[src/rtl/sobel_stream_core.sv]
// sobel_stream_core
//
// Streaming 3x3 Sobel edge-magnitude core. Greyscale pixels arrive one per AXI-Stream
// beat. Each TLAST-terminated packet is one image line. Two circular line buffers hold
// the two previous rows. Every accepted input beat produces exactly one output beat,
// three cycles later when there is no backpressure. The output beat carries the edge
// magnitude of the 3x3 window that ends at that pixel. Border positions output 0.
//
// Parameters
//   DATAWIDTH  AXIS TDATA width (a multiple of PIX_W)
//   PIX_W      pixel width; the input pixel is S_AXIS_TDATA[PIX_W-1:0]
//   ADDRWIDTH  line-buffer address width; maximum line length is 2**ADDRWIDTH
//   SHIFT      right shift applied to |Gx|+|Gy| before saturation
//
// Ports
//   CLK, RESET      clock; synchronous active-high reset
//   S_AXIS_*        pixel input (TDATA, TUSER = start of frame, TLAST = end of line,
//                   TVALID, TREADY)
//   M_AXIS_*        magnitude output, replicated into every PIX_W lane
//                   (TDATA, TLAST, TVALID, TREADY)
//   THRESH          binarisation threshold (only present with SOBEL_THRESH_EN)
//   OVERFLOW        sticky flag: a line exceeded 2**ADDRWIDTH pixels
//
// Build option
//   SOBEL_THRESH_EN  When defined, each non-border output lane becomes all-ones if the
//                    magnitude is >= THRESH, and 0 otherwise.

module sobel_stream_core #(
  parameter int DATAWIDTH = 32,
  parameter int PIX_W     = 8,
  parameter int ADDRWIDTH = 6,
  parameter int SHIFT     = 2
) (
  input  logic                 CLK,
  input  logic                 RESET,
  input  logic [DATAWIDTH-1:0] S_AXIS_TDATA,
  input  logic                 S_AXIS_TUSER,
  input  logic                 S_AXIS_TLAST,
  input  logic                 S_AXIS_TVALID,
  output logic                 S_AXIS_TREADY,
  output logic [DATAWIDTH-1:0] M_AXIS_TDATA,
  output logic                 M_AXIS_TLAST,
  output logic                 M_AXIS_TVALID,
  input  logic                 M_AXIS_TREADY,
`ifdef SOBEL_THRESH_EN
  input  logic [PIX_W-1:0]     THRESH,
`endif
  output logic                 OVERFLOW
);

  localparam int LMAX  = 2 ** ADDRWIDTH;
  localparam int LANES = DATAWIDTH / PIX_W;
  localparam int GW    = PIX_W + 3;

  function automatic logic signed [GW-1:0] widen(input logic [PIX_W-1:0] p);
    return $signed({3'b000, p});
  endfunction

  function automatic logic [GW-1:0] abs_g(input logic signed [GW-1:0] g);
    return (g < 0) ? $unsigned(-g) : $unsigned(g);
  endfunction

  function automatic logic [PIX_W-1:0] shift_sat(input logic [GW:0] sum);
    logic [GW:0] sh;
    sh = sum >> SHIFT;
    return (|sh[GW:PIX_W]) ? {PIX_W{1'b1}} : sh[PIX_W-1:0];
  endfunction

  // Single global enable: the whole pipeline moves whenever the output slot can take data.
  logic adv, accept;
  assign adv           = !M_AXIS_TVALID | M_AXIS_TREADY;
  assign S_AXIS_TREADY = adv & !RESET;
  assign accept        = S_AXIS_TVALID & S_AXIS_TREADY;

  logic [PIX_W-1:0] pix;
  logic             unused_upper;
  assign pix          = S_AXIS_TDATA[PIX_W-1:0];
  assign unused_upper = ^S_AXIS_TDATA[DATAWIDTH-1:PIX_W];

  // Line buffers. When sel is 0, lb_a holds row r-1 and lb_b holds row r-2.
  // The incoming pixel overwrites the r-2 entry after that entry has been read.
  logic [PIX_W-1:0]     lb_a [LMAX];
  logic [PIX_W-1:0]     lb_b [LMAX];
  logic                 sel;
  logic [ADDRWIDTH-1:0] col;
  logic                 wrapped;   // the current line has already passed LMAX pixels
  logic [1:0]           rowcnt;
  logic [1:0]           eff_row;
  logic [PIX_W-1:0]     rd_up1, rd_up2;
  logic                 overflow_q;

  assign eff_row = S_AXIS_TUSER ? 2'd0 : rowcnt;
  assign rd_up1  = sel ? lb_b[col] : lb_a[col];
  assign rd_up2  = sel ? lb_a[col] : lb_b[col];
  assign OVERFLOW = overflow_q;

  always_ff @(posedge CLK) begin
    if (accept) begin
      if (sel) lb_a[col] <= pix;
      else     lb_b[col] <= pix;
    end
  end

  always_ff @(posedge CLK) begin
    if (RESET) begin
      col        <= '0;
      wrapped    <= 1'b0;
      rowcnt     <= 2'd0;
      sel        <= 1'b0;
      overflow_q <= 1'b0;
    end else if (accept) begin
      if (wrapped) overflow_q <= 1'b1;
      if (S_AXIS_TLAST) begin
        col     <= '0;
        wrapped <= 1'b0;
        rowcnt  <= (eff_row == 2'd2) ? 2'd2 : eff_row + 2'd1;
        sel     <= ~sel;
      end else begin
        col    <= col + ADDRWIDTH'(1);
        rowcnt <= eff_row;
        if (&col) wrapped <= 1'b1;
      end
    end
  end

  // ---- stage 0: line-buffer read and window shift ----
  // Tap [0] holds column c, [1] holds c-1 and [2] holds c-2. The taps shift only on
  // accepted beats, so they carry over pipeline bubbles.
  logic [PIX_W-1:0] w_cur_p0 [3];
  logic [PIX_W-1:0] w_up1_p0 [3];
  logic [PIX_W-1:0] w_up2_p0 [3];
  logic             vld_p0, last_p0, border_p0;

  always_ff @(posedge CLK) begin
    if (RESET)    vld_p0 <= 1'b0;
    else if (adv) vld_p0 <= accept;
  end

  always_ff @(posedge CLK) begin
    if (accept) begin
      w_cur_p0[2] <= w_cur_p0[1];
      w_cur_p0[1] <= w_cur_p0[0];
      w_cur_p0[0] <= pix;
      w_up1_p0[2] <= w_up1_p0[1];
      w_up1_p0[1] <= w_up1_p0[0];
      w_up1_p0[0] <= rd_up1;
      w_up2_p0[2] <= w_up2_p0[1];
      w_up2_p0[1] <= w_up2_p0[0];
      w_up2_p0[0] <= rd_up2;
      last_p0     <= S_AXIS_TLAST;
      border_p0   <= (eff_row < 2'd2) | (!wrapped & (col < ADDRWIDTH'(2)));
    end
  end

  // ---- stage 1: Gx / Gy ----
  logic signed [GW-1:0] gx_c, gy_c;
  logic signed [GW-1:0] gx_p1, gy_p1;
  logic                 vld_p1, last_p1, border_p1;

  always_comb begin
    gx_c = (widen(w_up2_p0[0]) - widen(w_up2_p0[2]))
         + ((widen(w_up1_p0[0]) - widen(w_up1_p0[2])) <<< 1)
         + (widen(w_cur_p0[0]) - widen(w_cur_p0[2]));
    gy_c = (widen(w_cur_p0[2]) - widen(w_up2_p0[2]))
         + ((widen(w_cur_p0[1]) - widen(w_up2_p0[1])) <<< 1)
         + (widen(w_cur_p0[0]) - widen(w_up2_p0[0]));
  end

  always_ff @(posedge CLK) begin
    if (RESET)    vld_p1 <= 1'b0;
    else if (adv) vld_p1 <= vld_p0;
  end

  always_ff @(posedge CLK) begin
    if (adv) begin
      gx_p1     <= gx_c;
      gy_p1     <= gy_c;
      last_p1   <= last_p0;
      border_p1 <= border_p0;
    end
  end

  // ---- stage 2: magnitude, saturation, output register ----
  logic [GW:0]          sum_c;
  logic [PIX_W-1:0]     mag_c, lane_c;
  logic [DATAWIDTH-1:0] data_p2;
  logic                 vld_p2, last_p2;

  always_comb begin
    sum_c = {1'b0, abs_g(gx_p1)} + {1'b0, abs_g(gy_p1)};
    mag_c = shift_sat(sum_c);
`ifdef SOBEL_THRESH_EN
    lane_c = (mag_c >= THRESH) ? {PIX_W{1'b1}} : {PIX_W{1'b0}};
`else
    lane_c = mag_c;
`endif
    if (border_p1) lane_c = '0;
  end

  // The output register is cleared on reset so that every output reads 0 in reset.
  always_ff @(posedge CLK) begin
    if (RESET) begin
      vld_p2  <= 1'b0;
      last_p2 <= 1'b0;
      data_p2 <= '0;
    end else if (adv) begin
      vld_p2  <= vld_p1;
      last_p2 <= last_p1;
      data_p2 <= {LANES{lane_c}};
    end
  end

  assign M_AXIS_TDATA  = data_p2;
  assign M_AXIS_TLAST  = last_p2;
  assign M_AXIS_TVALID = vld_p2;

endmodule

[config.mk]
export PLATFORM = sky130hd
export DESIGN_NAME = sobel_stream_core
export DESIGN_NICKNAME = d
export VERILOG_FILES = /design/src/rtl/sobel_stream_core.sv
export SDC_FILE = /design/constraint.sdc
export NUM_CORES = 1
export LEC_CHECK = 0
export CAP_MARGIN = 20
export CORE_ASPECT_RATIO = 1.4
export CORE_MARGIN = 1.5
export CORE_UTILIZATION = 40
export DETAILED_ROUTE_END_ITERATION = 10
export GPL_TIMING_DRIVEN = 0
export HOLD_SLACK_MARGIN = 0.03
export REMOVE_ABC_BUFFERS = 1
export SLEW_MARGIN = 25
export SYNTH_ARGS = -nofsm -noshare
export SYNTH_HDL_FRONTEND = slang
export SYNTH_SLANG_ARGS = --single-unit
[constraint.sdc]
create_clock -name CLK -period 4.18 [get_ports CLK]
set_clock_uncertainty 0.15 [all_clocks]
set_input_delay 0.836 -clock CLK [delete_from_list [all_inputs] [get_ports CLK]]
set_output_delay 0.836 -clock CLK [all_outputs]
set_load 0.05 [all_outputs]
==> impl_metrics.csv, run 1 <==
group,metric,value,unit
sta,final_max_slew_viol_count,0,
routing,drc_errors,0,
routing,detailedRoute.firstPassIterationCount,7,
grt,grt_pass1_wl,175,mm
cells_and_area,final_cell_mix,"sky130_fd_sc_hd__edfxtp_1, sky130_fd_sc_hd__mux4_2, sky130_fd_sc_hd__mux2i_1",
synthesis,synth-edff-count,1122,
routing,via_count,25109,
cells_and_area,drive_above_1_share,17.5,%
synthesis,synth.distinct_cells,67,
placement,place.gp.congestion,0.895,
clock_network,holdBufCountCts,0,
sta,hold_violations,0,
routing,viasPerCell,5.59,
hold_path,class_of_the_tightest_hold_or_removal_check,"reg -> reg",
cells_and_area,utilization,45.5,%
status,result_of_the_run,"finished, violations left",
clock_network,clk_latency,0.72,ns
routing,route.antenna.remaining_nets,0,
grt,antenna_violations_before_repair,1,
sta,tightestPinTransition,1.09,ns
pwr,total_leakage_power,17.0,nW
floorplan,core_region_area,120000,um^2
cells_and_area,finish.cell_count_without_fillers,4495,
sta,clock.fmax,239,MHz
clock_network,cts_buffers,107,
clock_network,clock_sinks,1151,
synthesis,synth_area,48200,um^2
floorplan,dieWidth,296,um
cells_and_area,multiInputGateArea,12900,um^2
synthesis,async_reset_ff_share,0,%
worst_setup_path,timing_worst_setup_path_type,"in -> reg",
synthesis,netlist_instances,2765,
synthesis,yosysWarnings,0,
worst_setup_path,required,4.35,ns
clock_network,max-clock-path-buffers,3,
floorplan,die_height,414,um
floorplan,floorplan.io_pins,74,
placement,count_of_placed_standard_cells_including_taps,4288,
synthesis,synth_seq_area_share,71.1,%
routing,total_length_of_routed_wires,119,mm
placement,dpl.hpwl,81.2,mm
sta,fin_crit_sh,100,%
sta,setup_viol,8,
cells_and_area,synthToLayoutAreaGrowth,12.8,%
sta,final.setup.worst_slack,-0.0125,ns
synthesis,synth-main-ff-cell,"sky130_fd_sc_hd__edfxtp_1",
status,failing_checks,"setup timing",
worst_setup_path,worst_ep_arrival_time,4.36,ns
grt,number_of_global_route_vias_before_repair,26156,
routing,routedWlPerCell,26.5,um
placement,buffer_ports.inserted,49,
floorplan,initial_standard_cell_utilization_of_the_core,40.3,%
sta,post-route-min-period,4.19,ns
clock_network,worst_setup_hold_path_clk_slew,0.06,ns
floorplan,die_area,123000,um^2
grt,grtUsageTotal,19.7,%
clock_network,cts_tree,"yes",
floorplan,fp-row-count,150,
pwr,pwr_density_cell,485,nW/um^2
clock_network,htreeDepth,3,
worst_setup_path,critical_path.endpoint_type,"flop",
synthesis,synth-seq-cells,1151,
clock_network,cts.root.buffer_cell,"sky130_fd_sc_hd__clkbuf_16",
worst_setup_path,critical_path.startpoint_type,"primary input",
grt,pin_count_of_the_biggest_net_entering_global_routing,94,
worst_setup_path,critPathMaxFanout,43,
pwr,ir_worst_vdd,0.464,mV
job,cap_viol_max_count,0,
sta,setup_tns,-0.0671,ns
sta,setup_repair_after_global_routing_missed_its_margin,"true",
synthesis,synthesis.area_per_instance,17.4,um^2
cells_and_area,layout_commonest_cell,"sky130_fd_sc_hd__edfxtp_1",
cells_and_area,combined_flip_flop_and_latch_cell_area,34300,um^2
routing,drt-initial-drc-count,2148,
cells_and_area,nNetsFinal,2954,
grt,grt_remaining_overflow,0,
sta,max_slew_margin,26.3,%
cells_and_area,filler_cell_count,10102,
## registers in the layout, summed over array words and instances (netlist names), 2 cells and up, named ones only
register      flops
w_cur_p0         24
col               6
rowcnt            2
w_up1_p0         24
lb_b            512
gx_p1            11
M_AXIS_TDATA      8
w_up2_p0         24
gy_p1            11
lb_a            512
## timing repair
| action | CTS | global route |
|---|---|---|
| pin swaps | 2 | 9 |
| setup buffers | 0 | 7 |
| endpoints found under the setup margin | 282 | 244 |
| gates resized for setup | 32 | 50 |
## routing by layer
layer	wire length [um]	track usage [%]	part of all wire [%]
met1	43400	22.5	36
met3	6040	2.64	5.1
met5	0	0	0
met4	5670	9.19	4.8
met2	64100	36.1	54
## stage by stage
stage               instance area, um^2  hold slack, ns  power (mW)  setup slack, ns
floorplan                         47300           0.250        16.1            -5.86
global placement                  49800           0.253        17.2           -14.09
detailed placement                50800           0.259        17.2           -0.945
CTS                               54200           0.273        26.5          0.00368
global route                      54400           0.277        27.3           -0.144
finish                            54400           0.267        26.4          -0.0125
## logic make-up after synthesis
family                   count (synthesis)  share of synthesized area (%)
adder cells (fa/ha/maj)                108                           3.21
XOR/XNOR                                78                           1.42
AO/OA/AOI/OAI                          337                           4.93
flip-flops                            1151                           71.1
multiplexers                           342                           11.9
buffers and inverters                  269                           2.75
AND/OR/NAND/NOR                        480                           4.77
## path summary, 6_finish.rpt
| path | start | end | slack (ns) | depth (start not counted) |
|---|---|---|---|---|
| worst max-delay path | RESET | lb_a[6][2] | -0.01 | 7 |
| worst min-delay path | border_p0 | border_p1 | 0.27 | 0 |
| worst max register to register | w_cur_p0[0][0] | gx_p1[9] | 0.09 | 17 |
| worst min register to register | border_p0 | border_p1 | 0.27 | 0 |
## power breakdown
group	switching, mW	total (mW)	internal [mW]
Combinational	2.24	3.86	1.61
Sequential	0.195	13.1	12.9
Clock	4.24	9.41	5.17
## synth_stat cells (42+ instances only)
library cell               number  area (um^2)
sky130_fd_sc_hd__buf_4         49          368
sky130_fd_sc_hd__xnor2_1       59          517
sky130_fd_sc_hd__buf_2         44          220
sky130_fd_sc_hd__mux4_2       184         4140
sky130_fd_sc_hd__nand2_1       92          345
sky130_fd_sc_hd__nand3_1       42          210
sky130_fd_sc_hd__edfxtp_1    1122        33700
sky130_fd_sc_hd__mux2i_1      156         1560
sky130_fd_sc_hd__o21ai_0       72          360
sky130_fd_sc_hd__clkbuf_1      53          199
sky130_fd_sc_hd__a22oi_1       85          638
sky130_fd_sc_hd__ha_1          82         1030
sky130_fd_sc_hd__inv_1        107          402
sky130_fd_sc_hd__nor2_1       177          664
## area by class of cell
type,count,share of cell area (%)
tap,1596,3.67
inverter,108,0.755
clock inverter,60,0.856
antenna,2,0.00920
multi-input combinational,1345,23.8
sequential,1151,63.0
clock buffer,138,5.29
timing repair buffer,95,2.60
## worst max-delay path, stage by stage
cell and delay (ns):
sky130_fd_sc_hd__clkdlybuf4s50_1 0.62, sky130_fd_sc_hd__nor2_1 0.29, sky130_fd_sc_hd__nand2_1 0.50, sky130_fd_sc_hd__clkinv_4 0.54
sky130_fd_sc_hd__nand2_1 0.27, sky130_fd_sc_hd__or2_2 0.53, sky130_fd_sc_hd__nor2_1 0.72
Power figures use the tool's default switching activity.
==> run 2: changes to the inputs <==
--- a/config.mk
+++ b/config.mk
@@ -5,7 +5,7 @@
 export SDC_FILE = /design/constraint.sdc
 export NUM_CORES = 1
 export LEC_CHECK = 0
-export CAP_MARGIN = 20
+export CAP_MARGIN = 10
 export CORE_ASPECT_RATIO = 1.4
 export CORE_MARGIN = 1.5
 export CORE_UTILIZATION = 40
==> run 2 against run 1 <==
  * Register-to-register slack gained 0.05 ns
  * Setup slack improved by 0.074 ns
  * Die area stayed put
  * Global-route usage hardly changed
  * Final area barely moved
  * The run now ends clean
  * Largest cell class unchanged
  * Sequential share of layout area hardly changed
  * Critical path depth unchanged
  * Critical endpoint is now lb_a[5][5]
  * Maximum frequency rose by 1.8%
==> impl_metrics.csv, run 2 (same netlist as run 1, synthesis figures left out) <==
group,metric,value,unit
worst_setup_path,timing_worst_setup_path_type,"in -> reg",
grt,grt_pass1_wl,175,mm
floorplan,die_area,123000,um^2
clock_network,worst_setup_hold_path_clk_slew,0.06,ns
grt,grt_remaining_overflow,0,
clock_network,max-clock-path-buffers,3,
hold_path,worstHoldPathCells,0,
worst_setup_path,worst-r2r-cell-count,17,
grt,grtUsageTotal,19.7,%
sta,setup_repair_after_global_routing_missed_its_margin,"true",
worst_setup_path,critical_path.startpoint_type,"primary input",
worst_setup_path,reg2reg_from,"w_cur_p0[0][0]",
cells_and_area,filler_cell_count,10099,
routing,via_count,24993,
cells_and_area,design_area,54400,um^2
cells_and_area,utilization,45.5,%
cells_and_area,nNetsFinal,2950,
routing,route.antenna.remaining_nets,0,
floorplan,die_height,414,um
sta,post-route-min-period,4.12,ns
worst_setup_path,critical_path.endpoint_type,"flop",
pwr,power.total,26.6,mW
clock_network,clock_sinks,1151,
job,cap_viol_max_count,0,
placement,place.gp.congestion,0.895,
routing,viasPerCell,5.57,
floorplan,fp-row-count,150,
pwr,total_leakage_power,17.0,nW
grt,pin_count_of_the_biggest_net_entering_global_routing,94,
routing,routedWlPerCell,26.6,um
clock_network,htreeDepth,3,
floorplan,core_region_area,120000,um^2
sta,hold_violations,0,
grt,antenna_violations_before_repair,2,
hold_path,min_delay_src,"border_p0",
cells_and_area,final_cell_mix,"sky130_fd_sc_hd__edfxtp_1, sky130_fd_sc_hd__mux4_2, sky130_fd_sc_hd__mux2i_1",
worst_setup_path,worst_ep_arrival_time,4.30,ns
floorplan,dieWidth,296,um
clock_network,clk_latency,0.72,ns
sta,max_slew_margin,27.5,%
pwr,pwr_density_cell,488,nW/um^2
hold_path,hold-path-endpoint,"border_p1",
cells_and_area,largest_registers,"lb_a x512, lb_b x512",
placement,dpl.hpwl,81.2,mm
routing,drt-initial-drc-count,2085,
worst_setup_path,required,4.36,ns
sta,final_max_slew_viol_count,0,
clock_network,cts.root.buffer_cell,"sky130_fd_sc_hd__clkbuf_16",
floorplan,floorplan.io_pins,74,
cells_and_area,combined_flip_flop_and_latch_cell_area,34300,um^2
sta,clock.fmax,243,MHz
worst_setup_path,critPathMaxFanout,43,
cells_and_area,drive_above_1_share,17.1,%
pwr,ir_worst_vdd,0.386,mV
floorplan,initial_standard_cell_utilization_of_the_core,40.3,%
cells_and_area,multiInputGateArea,12900,um^2
routing,drc_errors,0,
worst_setup_path,r2r_setup_slack,0.14,ns
placement,buffer_ports.inserted,49,
sta,tightestPinTransition,1.08,ns
worst_setup_path,crit-reg2reg-capture,"gx_p1[10]",
placement,post_dp_cell_area,50800,um^2
clock_network,cts_buffers,106,
cells_and_area,layout_commonest_cell,"sky130_fd_sc_hd__edfxtp_1",
routing,total_length_of_routed_wires,120,mm
sta,fin_crit_sh,98.5,%
routing,detailedRoute.firstPassIterationCount,6,
hold_path,class_of_the_tightest_hold_or_removal_check,"reg -> reg",
clock_network,cts_tree,"yes",
grt,number_of_global_route_vias_before_repair,26219,
sta,setup_viol,0,
status,result_of_the_run,"finished, final reports clean",
cells_and_area,synthToLayoutAreaGrowth,12.8,%
## run 2: cell types whose count changed in the layout (fill, tap and decap cells not counted), moves of 2 or more
cell                         delta
sky130_fd_sc_hd__clkinv_2       -5
sky130_fd_sc_hd__bufinv_16      +4
sky130_fd_sc_hd__clkbuf_1       +3
sky130_fd_sc_hd__clkbuf_8       -3
sky130_fd_sc_hd__buf_4          -2
sky130_fd_sc_hd__clkinvlp_4     +2
sky130_fd_sc_hd__ha_1           +2
sky130_fd_sc_hd__inv_2          -2
sky130_fd_sc_hd__o21ai_0        +2
sky130_fd_sc_hd__o21ai_1        -2
## run 2: routing by layer
layer / share of wire [%] / up-vias / track usage [%]
li1: - / 10965 / -
met5: 0 / - / 0
met4: 4.7 / 0 / 9.17
met3: 4.7 / 232 / 2.96
met2: 54 / 738 / 36.3
met1: 37 / 13058 / 22.1
## run 2: worst max path at each step
stage | slack (ns) | endpoint | startpoint
global route | -0.10 | lb_a[5][2] | RESET
finish | 0.06 | lb_a[5][5] | RESET
detailed placement | -0.93 | lb_a[36][2] | RESET
global placement | -14.09 | w_up1_p0[0][0] | flop
floorplan | -5.86 | w_up1_p0[0][0] | flop
CTS | -0.03 | lb_a[5][3] | RESET
## run 2: power by group
part | total, mW | internal [mW] | switching [mW]
clock network | 9.62 | 5.34 | 4.28
logic | 3.84 | 1.60 | 2.24
registers | 13.1 | 12.9 | 0.194
## run 2: area by class of cell
cell class / instances / share of cell area, %
antenna: 1 / 0.00460
inverter: 108 / 0.770
multi-input combinational: 1345 / 23.7
clock inverter: 60 / 1.07
sequential: 1151 / 63.0
timing repair buffer: 92 / 2.55
clock buffer: 137 / 5.18
tap: 1596 / 3.67
## run 2: metrics by stage
step	cells	TNS [ns]	setup slack, ns	hold WS [ns]
finish	4490	0	0.0612	0.270
global route	4489	-3.60	-0.104	0.277
CTS	4485	-0.631	-0.0302	0.267
detailed placement	4288	-303.19	-0.929	0.259
global placement	4249	-2727.69	-14.09	0.253
floorplan	2604	-589.14	-5.86	0.250
## run 2: critical path: stages
cell and delay, ns:
sky130_fd_sc_hd__clkdlybuf4s50_1 0.62, sky130_fd_sc_hd__nor2_1 0.26, sky130_fd_sc_hd__nand2_1 0.46, sky130_fd_sc_hd__bufinv_8 0.57, sky130_fd_sc_hd__nand2_1 0.25, sky130_fd_sc_hd__or2_2 0.57
sky130_fd_sc_hd__nor2_1 0.69
## run 2: what timing repair did
| action | CTS | global route |
|---|---|---|
| hold buffers | 0 | 0 |
| setup buffers | 0 | 4 |
| endpoints found under the setup margin | 175 | 392 |
| resized for setup | 30 | 47 |
| pin swaps | 2 | 11 |
| endpoints found under the hold margin | 0 | 0 |
